File: src/rtl/axi_lite_arbiter.sv
// Round-robin arbiter that lets the fetch unit (port 0) and the load/store unit (port 1)
// share one AXI-lite master port. It runs one read or write transaction at a time.
module axi_lite_arbiter #(
    parameter int ADDR_W = 32,
    parameter int DATA_W = 32
) (
    input  logic                  ACLK,
    input  logic                  ARESETN,

    input  logic                  req0_valid,
    input  logic                  req0_wen,
    input  logic [ADDR_W-1:0]     req0_addr,
    input  logic [DATA_W-1:0]     req0_wdata,
    input  logic [DATA_W/8-1:0]   req0_wstrb,
    output logic                  req0_ready,
    output logic                  resp0_valid,
    output logic [DATA_W-1:0]     resp0_rdata,
    output logic                  resp0_err,

    input  logic                  req1_valid,
    input  logic                  req1_wen,
    input  logic [ADDR_W-1:0]     req1_addr,
    input  logic [DATA_W-1:0]     req1_wdata,
    input  logic [DATA_W/8-1:0]   req1_wstrb,
    output logic                  req1_ready,
    output logic                  resp1_valid,
    output logic [DATA_W-1:0]     resp1_rdata,
    output logic                  resp1_err,

    output logic [ADDR_W-1:0]     ARADDR,
    output logic                  ARVALID,
    input  logic                  ARREADY,
    input  logic [DATA_W-1:0]     RDATA,
    input  logic [1:0]            RRESP,
    input  logic                  RVALID,
    output logic                  RREADY,

    output logic [ADDR_W-1:0]     AWADDR,
    output logic                  AWVALID,
    input  logic                  AWREADY,
    output logic [2:0]            AWPROT,
    output logic [DATA_W-1:0]     WDATA,
    output logic [DATA_W/8-1:0]   WSTRB,
    output logic                  WVALID,
    input  logic                  WREADY,
    input  logic [1:0]            BRESP,
    input  logic                  BVALID,
    output logic                  BREADY
);

    typedef enum logic [2:0] {IDLE, RD_ADDR, RD_DATA, WR_REQ, WR_RESP} state_t;

    state_t                state, state_nxt;
    logic                  last, last_nxt;
    logic                  owner, owner_nxt;
    logic [ADDR_W-1:0]     addr_q, addr_nxt;
    logic [DATA_W-1:0]     wdata_q, wdata_nxt;
    logic [DATA_W/8-1:0]   wstrb_q, wstrb_nxt;
    logic                  arvalid_nxt, rready_nxt, awvalid_nxt, wvalid_nxt, bready_nxt;
    logic                  resp0_valid_nxt, resp1_valid_nxt;
    logic                  resp0_err_nxt, resp1_err_nxt;
    logic [DATA_W-1:0]     resp0_rdata_nxt, resp1_rdata_nxt;
    logic                  sel_wen;
    logic                  gnt0, gnt1;

    // `last` records the previous winner; on a tie the other port is granted.
    assign gnt0 = req0_valid & (~req1_valid | last);
    assign gnt1 = req1_valid & (~req0_valid | ~last);

    // ready is the only combinational output and is held low while reset is asserted.
    assign req0_ready = ARESETN & (state == IDLE) & gnt0;
    assign req1_ready = ARESETN & (state == IDLE) & gnt1;

    assign ARADDR = addr_q;
    assign AWADDR = addr_q;
    assign WDATA  = wdata_q;
    assign WSTRB  = wstrb_q;
    assign AWPROT = 3'b000;

    always_ff @(posedge ACLK or negedge ARESETN) begin
        if (!ARESETN) begin
            state       <= IDLE;
            last        <= 1'b1;
            owner       <= 1'b0;
            addr_q      <= '0;
            wdata_q     <= '0;
            wstrb_q     <= '0;
            ARVALID     <= 1'b0;
            RREADY      <= 1'b0;
            AWVALID     <= 1'b0;
            WVALID      <= 1'b0;
            BREADY      <= 1'b0;
            resp0_valid <= 1'b0;
            resp1_valid <= 1'b0;
            resp0_err   <= 1'b0;
            resp1_err   <= 1'b0;
            resp0_rdata <= '0;
            resp1_rdata <= '0;
        end else begin
            state       <= state_nxt;
            last        <= last_nxt;
            owner       <= owner_nxt;
            addr_q      <= addr_nxt;
            wdata_q     <= wdata_nxt;
            wstrb_q     <= wstrb_nxt;
            ARVALID     <= arvalid_nxt;
            RREADY      <= rready_nxt;
            AWVALID     <= awvalid_nxt;
            WVALID      <= wvalid_nxt;
            BREADY      <= bready_nxt;
            resp0_valid <= resp0_valid_nxt;
            resp1_valid <= resp1_valid_nxt;
            resp0_err   <= resp0_err_nxt;
            resp1_err   <= resp1_err_nxt;
            resp0_rdata <= resp0_rdata_nxt;
            resp1_rdata <= resp1_rdata_nxt;
        end
    end

    always_comb begin
        state_nxt       = state;
        last_nxt        = last;
        owner_nxt       = owner;
        addr_nxt        = addr_q;
        wdata_nxt       = wdata_q;
        wstrb_nxt       = wstrb_q;
        arvalid_nxt     = ARVALID;
        rready_nxt      = RREADY;
        awvalid_nxt     = AWVALID;
        wvalid_nxt      = WVALID;
        bready_nxt      = BREADY;
        resp0_valid_nxt = 1'b0;
        resp1_valid_nxt = 1'b0;
        resp0_err_nxt   = 1'b0;
        resp1_err_nxt   = 1'b0;
        resp0_rdata_nxt = resp0_rdata;
        resp1_rdata_nxt = resp1_rdata;
        sel_wen         = gnt1 ? req1_wen : req0_wen;

        case (state)
            IDLE: begin
                if (gnt0 | gnt1) begin
                    owner_nxt = gnt1;
                    last_nxt  = gnt1;
                    addr_nxt  = gnt1 ? req1_addr  : req0_addr;
                    wdata_nxt = gnt1 ? req1_wdata : req0_wdata;
                    wstrb_nxt = gnt1 ? req1_wstrb : req0_wstrb;
                    if (sel_wen) begin
                        awvalid_nxt = 1'b1;
                        wvalid_nxt  = 1'b1;
                        state_nxt   = WR_REQ;
                    end else begin
                        arvalid_nxt = 1'b1;
                        state_nxt   = RD_ADDR;
                    end
                end
            end
            RD_ADDR: begin
                if (ARREADY) begin
                    arvalid_nxt = 1'b0;
                    rready_nxt  = 1'b1;
                    state_nxt   = RD_DATA;
                end
            end
            RD_DATA: begin
                if (RVALID) begin
                    rready_nxt = 1'b0;
                    if (owner) begin
                        resp1_valid_nxt = 1'b1;
                        resp1_err_nxt   = (RRESP != 2'b00);
                        resp1_rdata_nxt = RDATA;
                    end else begin
                        resp0_valid_nxt = 1'b1;
                        resp0_err_nxt   = (RRESP != 2'b00);
                        resp0_rdata_nxt = RDATA;
                    end
                    state_nxt = IDLE;
                end
            end
            WR_REQ: begin
                // AW and W retire independently; a finished channel stays low.
                if (AWREADY) awvalid_nxt = 1'b0;
                if (WREADY)  wvalid_nxt  = 1'b0;
                if (!awvalid_nxt && !wvalid_nxt) begin
                    bready_nxt = 1'b1;
                    state_nxt  = WR_RESP;
                end
            end
            WR_RESP: begin
                if (BVALID) begin
                    bready_nxt = 1'b0;
                    if (owner) begin
                        resp1_valid_nxt = 1'b1;
                        resp1_err_nxt   = (BRESP != 2'b00);
                    end else begin
                        resp0_valid_nxt = 1'b1;
                        resp0_err_nxt   = (BRESP != 2'b00);
                    end
                    state_nxt = IDLE;
                end
            end
            default: state_nxt = IDLE;
        endcase
    end

endmodule

File: config.mk
export PLATFORM = sky130hd
export DESIGN_NAME = axi_lite_arbiter
export DESIGN_NICKNAME = d
export VERILOG_FILES = /design/src/rtl/axi_lite_arbiter.sv
export SDC_FILE = /design/constraint.sdc
export NUM_CORES = 1
export LEC_CHECK = 0
export CORE_MARGIN = 4
export CORE_UTILIZATION = 35
export DETAILED_ROUTE_END_ITERATION = 16
export PLACE_DENSITY = 0.77
export SETUP_SLACK_MARGIN = 0.15
export SLEW_MARGIN = 15
export SYNTH_ARGS = -nofsm -noshare
export SYNTH_HDL_FRONTEND = slang
export SYNTH_SLANG_ARGS = --single-unit
export TNS_END_PERCENT = 30
File: constraint.sdc
create_clock -name ACLK -period 1.66 [get_ports ACLK]
set_input_delay 0.498 -clock ACLK [delete_from_list [all_inputs] [get_ports ACLK]]
set_output_delay 0.498 -clock ACLK [all_outputs]
set_load 0.02 [all_outputs]
==> impl_metrics.py, run 1 <==
metrics = {
    "run_status": {
        "outcome": "finished with violations",
        "violations": "negative setup slack",
    },
    "sta": {
        "finalCritPeriodShare": 1.17,
        "setup_violations": 85,
        "timing.hold.ws_ns": 0.0280,
        "max_slew.worst_pin.slew_ns": 0.570,
        "max_freq_ghz": 0.517,
        "rsz0062_at_grt": "yes",
        "hold_viol": 0,
        "drv_slew": 0,
        "worst_slack_ns": -0.276,
        "fin_skew_ns": 0.0116,
        "maxSlewHeadroom": 0.620,
        "finalCriticalPeriod_ns": 1.94,
    },
    "power_and_ir_drop": {
        "p_leak_nw": 5.34,
        "peakVddDrop_mv": 1.01,
        "power_density_mw_per_mm2": 2020,
    },
    "worst_setup_path": {
        "path_buf_inv": 1,
        "crit_path_start_kind": "flop",
        "worstPathCellList": "nor3_4 > o2111a_1 > buf_6",
        "r2r-start": "state[2]",
        "crit_type": "reg2out",
        "timing.rr.end": "resp0_rdata[29]",
        "slowest_stage": "dfrtp_1",
        "slowest_delay_ns": 0.43,
        "reg2regPathDepth": 7,
        "worst_setup_path_end_kind": "primary output",
        "reg2reg_setup_slack_ns": -0.10,
        "required_ns": 1.16,
        "arrival_ns": 1.44,
        "cp_max_fo": 3,
        "crit_start": "state[0]",
        "critPathTopFamily": "flip-flops",
    },
    "grt": {
        "grt_first_pass_wirelength_mm": 29.2,
        "antenna_found_initial": 0,
        "grtUsageTotal": 0.181,
        "gr-total-overflow": 0,
        "first_global_vias": 5392,
        "grt_max_degree": 94,
    },
    "floorplan": {
        "initial_core_util": 0.359,
        "io_pins": 361,
        "core_area_mm2": 0.0181,
        "dieWidth_um": 144,
        "die-area_mm2": 0.0208,
        "num_rows": 49,
        "fp.dieH_um": 144,
    },
    "layout": {
        "final_common_cell": "clkdlybuf4s50_1",
        "nets": 1092,
        "nFillCells": 1454,
        "drive_above_1_share": 0.428,
        "n_antenna_cell": 0,
        "layout_common_cells": "clkdlybuf4s50_1, dfrtp_1, buf_2",
        "area_growth_pct": 72.7,
    },
    "logic_synthesis": {
        "synth_enable_flop_cells": 0,
        "synthCells": 540,
        "async_flop_share": 1.00,
        "ys_warn_count": 0,
        "ys_ff_latch": 146,
        "syn_area_mm2": 0.00651,
        "avgSynthCellArea_um2": 12.1,
        "ys_seq_area_frac": 0.561,
        "synthFlopType": "dfrtp_1",
        "ys_types": 41,
    },
    "drt": {
        "vias_per_cell": 4.85,
        "routed_wirelength_mm": 23.2,
        "drt_iter0_markers": 213,
        "wl_per_cell_um": 20.2,
        "remaining_drc_errors": 0,
        "ant_nets": 0,
        "drt-pass1-iter-count": 4,
        "vias": 5584,
    },
    "clocking": {
        "cts.sinks": 146,
        "path_clk_slew_ns": 0.07,
        "cts_buffers": 17,
        "cts_buffer_depth": 2,
        "cts_tree": "built",
        "htree_levels": 4,
        "root_buffer": "clkbuf_16",
        "clock_latency_ns": 0.42,
    },
    "job": {
        "drv_cap": 0,
    },
    "placed_design": {
        "dpl.hpwl_mm": 15.0,
        "preCtsSetupSlack_ns": -0.772,
        "numPortBuffers": 357,
        "place_congestion": 0.774,
    },
    "hold_path": {
        "hold_class": "in2async",
    },
}
## worst register-to-register path, stage by stage (launching register included)
cell and delay [ns]:
dfrtp_1 0.41, buf_4 0.15, buf_6 0.12, nand2b_4 0.16, nor3_4 0.13, buf_6 0.16, clkbuf_16 0.22, mux2_4 0.32
## sequential cells by signal, summed over array words and instances (netlist names)
signal	cells
ARADDR	32
WDATA	32
resp0_rdata	32
resp1_rdata	32
WSTRB	4
state	3
ARVALID	1
AWVALID	1
BREADY	1
RREADY	1
WVALID	1
last	1
owner	1
resp0_err	1
resp0_valid	1
resp1_err	1
resp1_valid	1
## per-stage QoR
step                total power, mW  TNS, ns  instances  utilization  instance area [um^2]
global route                   24.0   -11.99       1151        0.620                 11200
floorplan                      12.4        0        542            -                  6540
global placement               17.3   -51.79       1087        0.562                 10200
CTS                            20.0   -0.630       1123        0.564                 10200
detailed placement             17.5   -54.76       1087        0.562                 10200
finish                         22.8    -4.34       1151        0.620                 11200
## worst max path at each step
| stage | to | slack, ns | cells after the start |
|---|---|---|---|
| after floorplan | req1_ready | 0.04 | 4 |
| after global placement | req1_ready | -0.76 | 4 |
| after detailed placement | req1_ready | -0.77 | 4 |
| after CTS | req0_ready | -0.29 | 3 |
| after global routing | req0_ready | -0.34 | 3 |
| final | req0_ready | -0.28 | 3 |
## area by class of cell
type | count | area [um^2] | area share
repair buffers | 412 | 3880 | 0.345
inverters | 4 | 15.0 | 0.00134
multi-input cells | 328 | 2860 | 0.254
clock inverters | 15 | 121 | 0.0108
flip-flops and latches | 146 | 3660 | 0.326
clock buffers | 17 | 425 | 0.0378
well taps | 229 | 287 | 0.0255
## Yosys cell counts (2+ instances only)
master	n	area, um^2
mux2_2	59	664
clkbuf_1	12	45.0
mux2i_1	69	691
dfrtp_1	145	3630
nand2_1	74	278
a22o_1	2	17.5
nor2b_1	2	12.5
a2bb2oi_1	2	17.5
buf_4	44	330
mux2_1	5	56.3
o21ai_0	65	325
nor3_1	2	10.0
nor2_1	7	26.3
buf_6	7	78.8
a21oi_1	3	15.0
nand2b_1	2	12.5
a31oi_1	2	12.5
nor3_4	2	32.5
o21ai_1	9	45.0
buf_2	2	10.0
inv_1	4	15.0
o22ai_1	2	12.5
## where the power goes
part           switching [mW]  internal, mW  leakage [nW]
registers                1.31          5.32          1.77
logic                    6.47          6.07          3.30
clock network            1.64          1.95         0.265
## cells by family after synthesis
logic type	after synthesis	share of synthesized area
buffers and inverters	70	0.0744
AOI/OAI and AO/OA	94	0.0805
other	1	0.000576
muxes	133	0.217
DFF	146	0.561
and+or+nand+nor	96	0.0663
## routing by layer
| metal | track usage | share of wire | wire [um] |
|---|---|---|---|
| met2 | 0.305 | 0.50 | 11700 |
| met1 | 0.216 | 0.39 | 9120 |
| met4 | 0.0427 | 0.011 | 264 |
| met3 | 0.0764 | 0.092 | 2140 |
| met5 | 0 | 0 | 0 |
## what timing repair did
item / 4_1_cts / 5_1_grt
endpoints found under the hold margin: 0 / 0
pin swaps: 6 / 32
cloned: 0 / 17
hold buffers: 0 / 0
resized for setup: 802 / 213
buffers inserted: 4 / 11
endpoints found under the setup margin: 310 / 214
Note: power is estimated with default switching activity, not from simulation.
==> run 2: changes to the inputs <==
CORE_AREA = 4 4 139 141   (was unset)
CORE_MARGIN = unset   (was 4)
CORE_UTILIZATION = unset   (was 35)
CTS_BUF_LIST = sky130_fd_sc_hd__clkbuf_8 sky130_fd_sc_hd__clkbuf_16   (was unset)
DIE_AREA = 0 0 143 145   (was unset)
PLACE_DENSITY = 0.76   (was 0.77)
clock period = 1.9 ns   (was 1.66 ns; I/O delays follow)
==> run 2 against run 1 <==
  * The run still ends with negative setup slack left
  * Worst hold slack better by 0.16 ns
  * Non-clock buffer count is 27 lower
  * Combinational power is 31% lower
  * Cell area is 4.6% lower
  * Clock power is 3% lower
  * Critical path depth stayed put
  * Clock skew is 0.0024 ns higher
  * Flip-flop and latch count stayed put
  * Routed wire length is 13% lower
  * Cell count is 2.5% lower
  * Setup slack better by 0.17 ns
  * Critical path type unchanged
  * Critical endpoint unchanged
  * Largest cell class unchanged
==> impl_metrics.py, run 2 (synthesis gave the netlist of run 1 again) <==
metrics = {
    "floorplan": {
        "die-area_mm2": 0.0207,
        "io_pins": 361,
        "num_rows": 49,
        "core_area_mm2": 0.0180,
        "initial_core_util": 0.362,
        "dieWidth_um": 143,
        "fp.dieH_um": 145,
    },
    "clocking": {
        "root_buffer": "clkbuf_16",
        "cts.sinks": 146,
        "cts_hold_buf": 0,
        "htree_levels": 4,
        "path_clk_slew_ns": 0.06,
        "cts_buffer_depth": 2,
        "cts_tree": "built",
        "clock_latency_ns": 0.42,
        "cts_buffers": 17,
    },
    "power_and_ir_drop": {
        "power_density_mw_per_mm2": 1640,
        "p_leak_nw": 4.95,
        "power.total_mw": 17.6,
        "peakVddDrop_mv": 0.883,
    },
    "sta": {
        "hold_viol": 0,
        "timing.hold.ws_ns": 0.188,
        "finalCriticalPeriod_ns": 2.00,
        "setup_violations": 2,
        "max_slew.worst_pin.slew_ns": 0.643,
        "fin_skew_ns": 0.0140,
        "maxSlewHeadroom": 0.571,
        "finalCritPeriodShare": 1.05,
        "worst_slack_ns": -0.101,
        "rsz0062_at_grt": "yes",
        "drv_slew": 0,
        "fin_tns_setup_ns": -0.165,
        "max_freq_ghz": 0.500,
    },
    "grt": {
        "grt_max_degree": 116,
        "gr-total-overflow": 0,
        "antenna_found_initial": 0,
        "grtUsageTotal": 0.184,
        "first_global_vias": 5479,
        "grt_first_pass_wirelength_mm": 29.9,
    },
    "layout": {
        "fin_cells": 1122,
        "multi_input_area_mm2": 0.00241,
        "nFillCells": 1507,
        "final_util": 0.597,
        "n_antenna_cell": 0,
        "final_cell_area_mm2": 0.0107,
        "final_common_cell": "clkdlybuf4s50_1",
        "area_growth_pct": 64.8,
        "seq_area_mm2": 0.00366,
        "nets": 1063,
        "drive_above_1_share": 0.170,
        "layout_common_cells": "clkdlybuf4s50_1, dfrtp_1, dlygate4sd2_1",
    },
    "job": {
        "drv_cap": 0,
    },
    "worst_setup_path": {
        "arrival_ns": 1.43,
        "crit_path_start_kind": "flop",
        "required_ns": 1.33,
        "cp_max_fo": 3,
        "worst_setup_path_end_kind": "primary output",
        "r2r-start": "state[0]",
        "crit_type": "reg2out",
        "crit_start": "state[0]",
    },
    "drt": {
        "ant_nets": 0,
        "remaining_drc_errors": 0,
        "vias_per_cell": 4.76,
        "drt_iter0_markers": 239,
        "routed_wirelength_mm": 20.2,
        "drt-pass1-iter-count": 4,
        "wl_per_cell_um": 18.0,
        "vias": 5346,
    },
    "placed_design": {
        "place_congestion": 0.773,
        "dpl-instance-area_mm2": 0.0102,
        "numPortBuffers": 357,
        "dpl.hpwl_mm": 14.9,
        "preCtsSetupSlack_ns": -0.676,
        "dpl.cell_count": 1084,
    },
    "run_status": {
        "violations": "negative setup slack",
        "outcome": "finished with violations",
    },
    "hold_path": {
        "hold_class": "in2async",
    },
}
## run 2: cell count changes in the layout (fill, tap and decap cells not counted), moves of 8 or more
cell,before,now
buf_2,109,0
buf_4,30,17
buf_6,66,3
clkbuf_16,28,20
clkbuf_2,1,14
clkdlybuf4s15_1,0,45
dlygate4sd2_1,2,112
mux2_2,6,59
mux2_4,58,0
nand2_1,47,74
nand2_2,21,0
o21ai_0,21,65
o21ai_1,35,9
o21ai_2,17,0
## run 2: repair_timing
item	4_1_cts	5_1_grt
cloned	0	4
gates resized for setup	208	64
endpoints found under the setup margin	240	109
pin swaps	0	2
setup buffers	0	2
## run 2: final timing paths
kind	to	slack [ns]	depth (start not counted)
max in group asynchronous	ARADDR[18]	0.72	3
min reg2reg	WDATA[12]	0.47	2
min in group ACLK	WDATA[12]	0.47	2
max	req0_ready	-0.10	3
max reg2reg	resp0_rdata[11]	0.16	6
min	resp1_rdata[5]	0.19	2
## run 2: layout make-up
type | instances | area share
inverters | 4 | 0.00140
flip-flops and latches | 146 | 0.341
clock buffers | 21 | 0.0448
multi-input cells | 326 | 0.225
well taps | 229 | 0.0267
clock inverters | 11 | 0.0134
repair buffers | 385 | 0.348
## run 2: where the power goes
group	internal, mW	leakage [nW]	switching [mW]
Combinational	3.73	2.86	4.90
Sequential	4.64	1.78	0.873
Clock	2.11	0.308	1.37
## run 2: critical path, stage by stage, from the launching register on
cell and delay, ns:
dfrtp_1 0.41, nor3_4 0.25, o2111a_1 0.24, buf_6 0.12
## run 2: per-layer routing
| layer | track usage | vias to the layer above | wire length, um |
|---|---|---|---|
| met5 | 0 | - | 0 |
| met4 | 0.0608 | 0 | 354 |
| met3 | 0.0796 | 25 | 2220 |
| met2 | 0.312 | 245 | 10100 |
| met1 | 0.206 | 2555 | 7570 |
| li1 | - | 2521 | - |
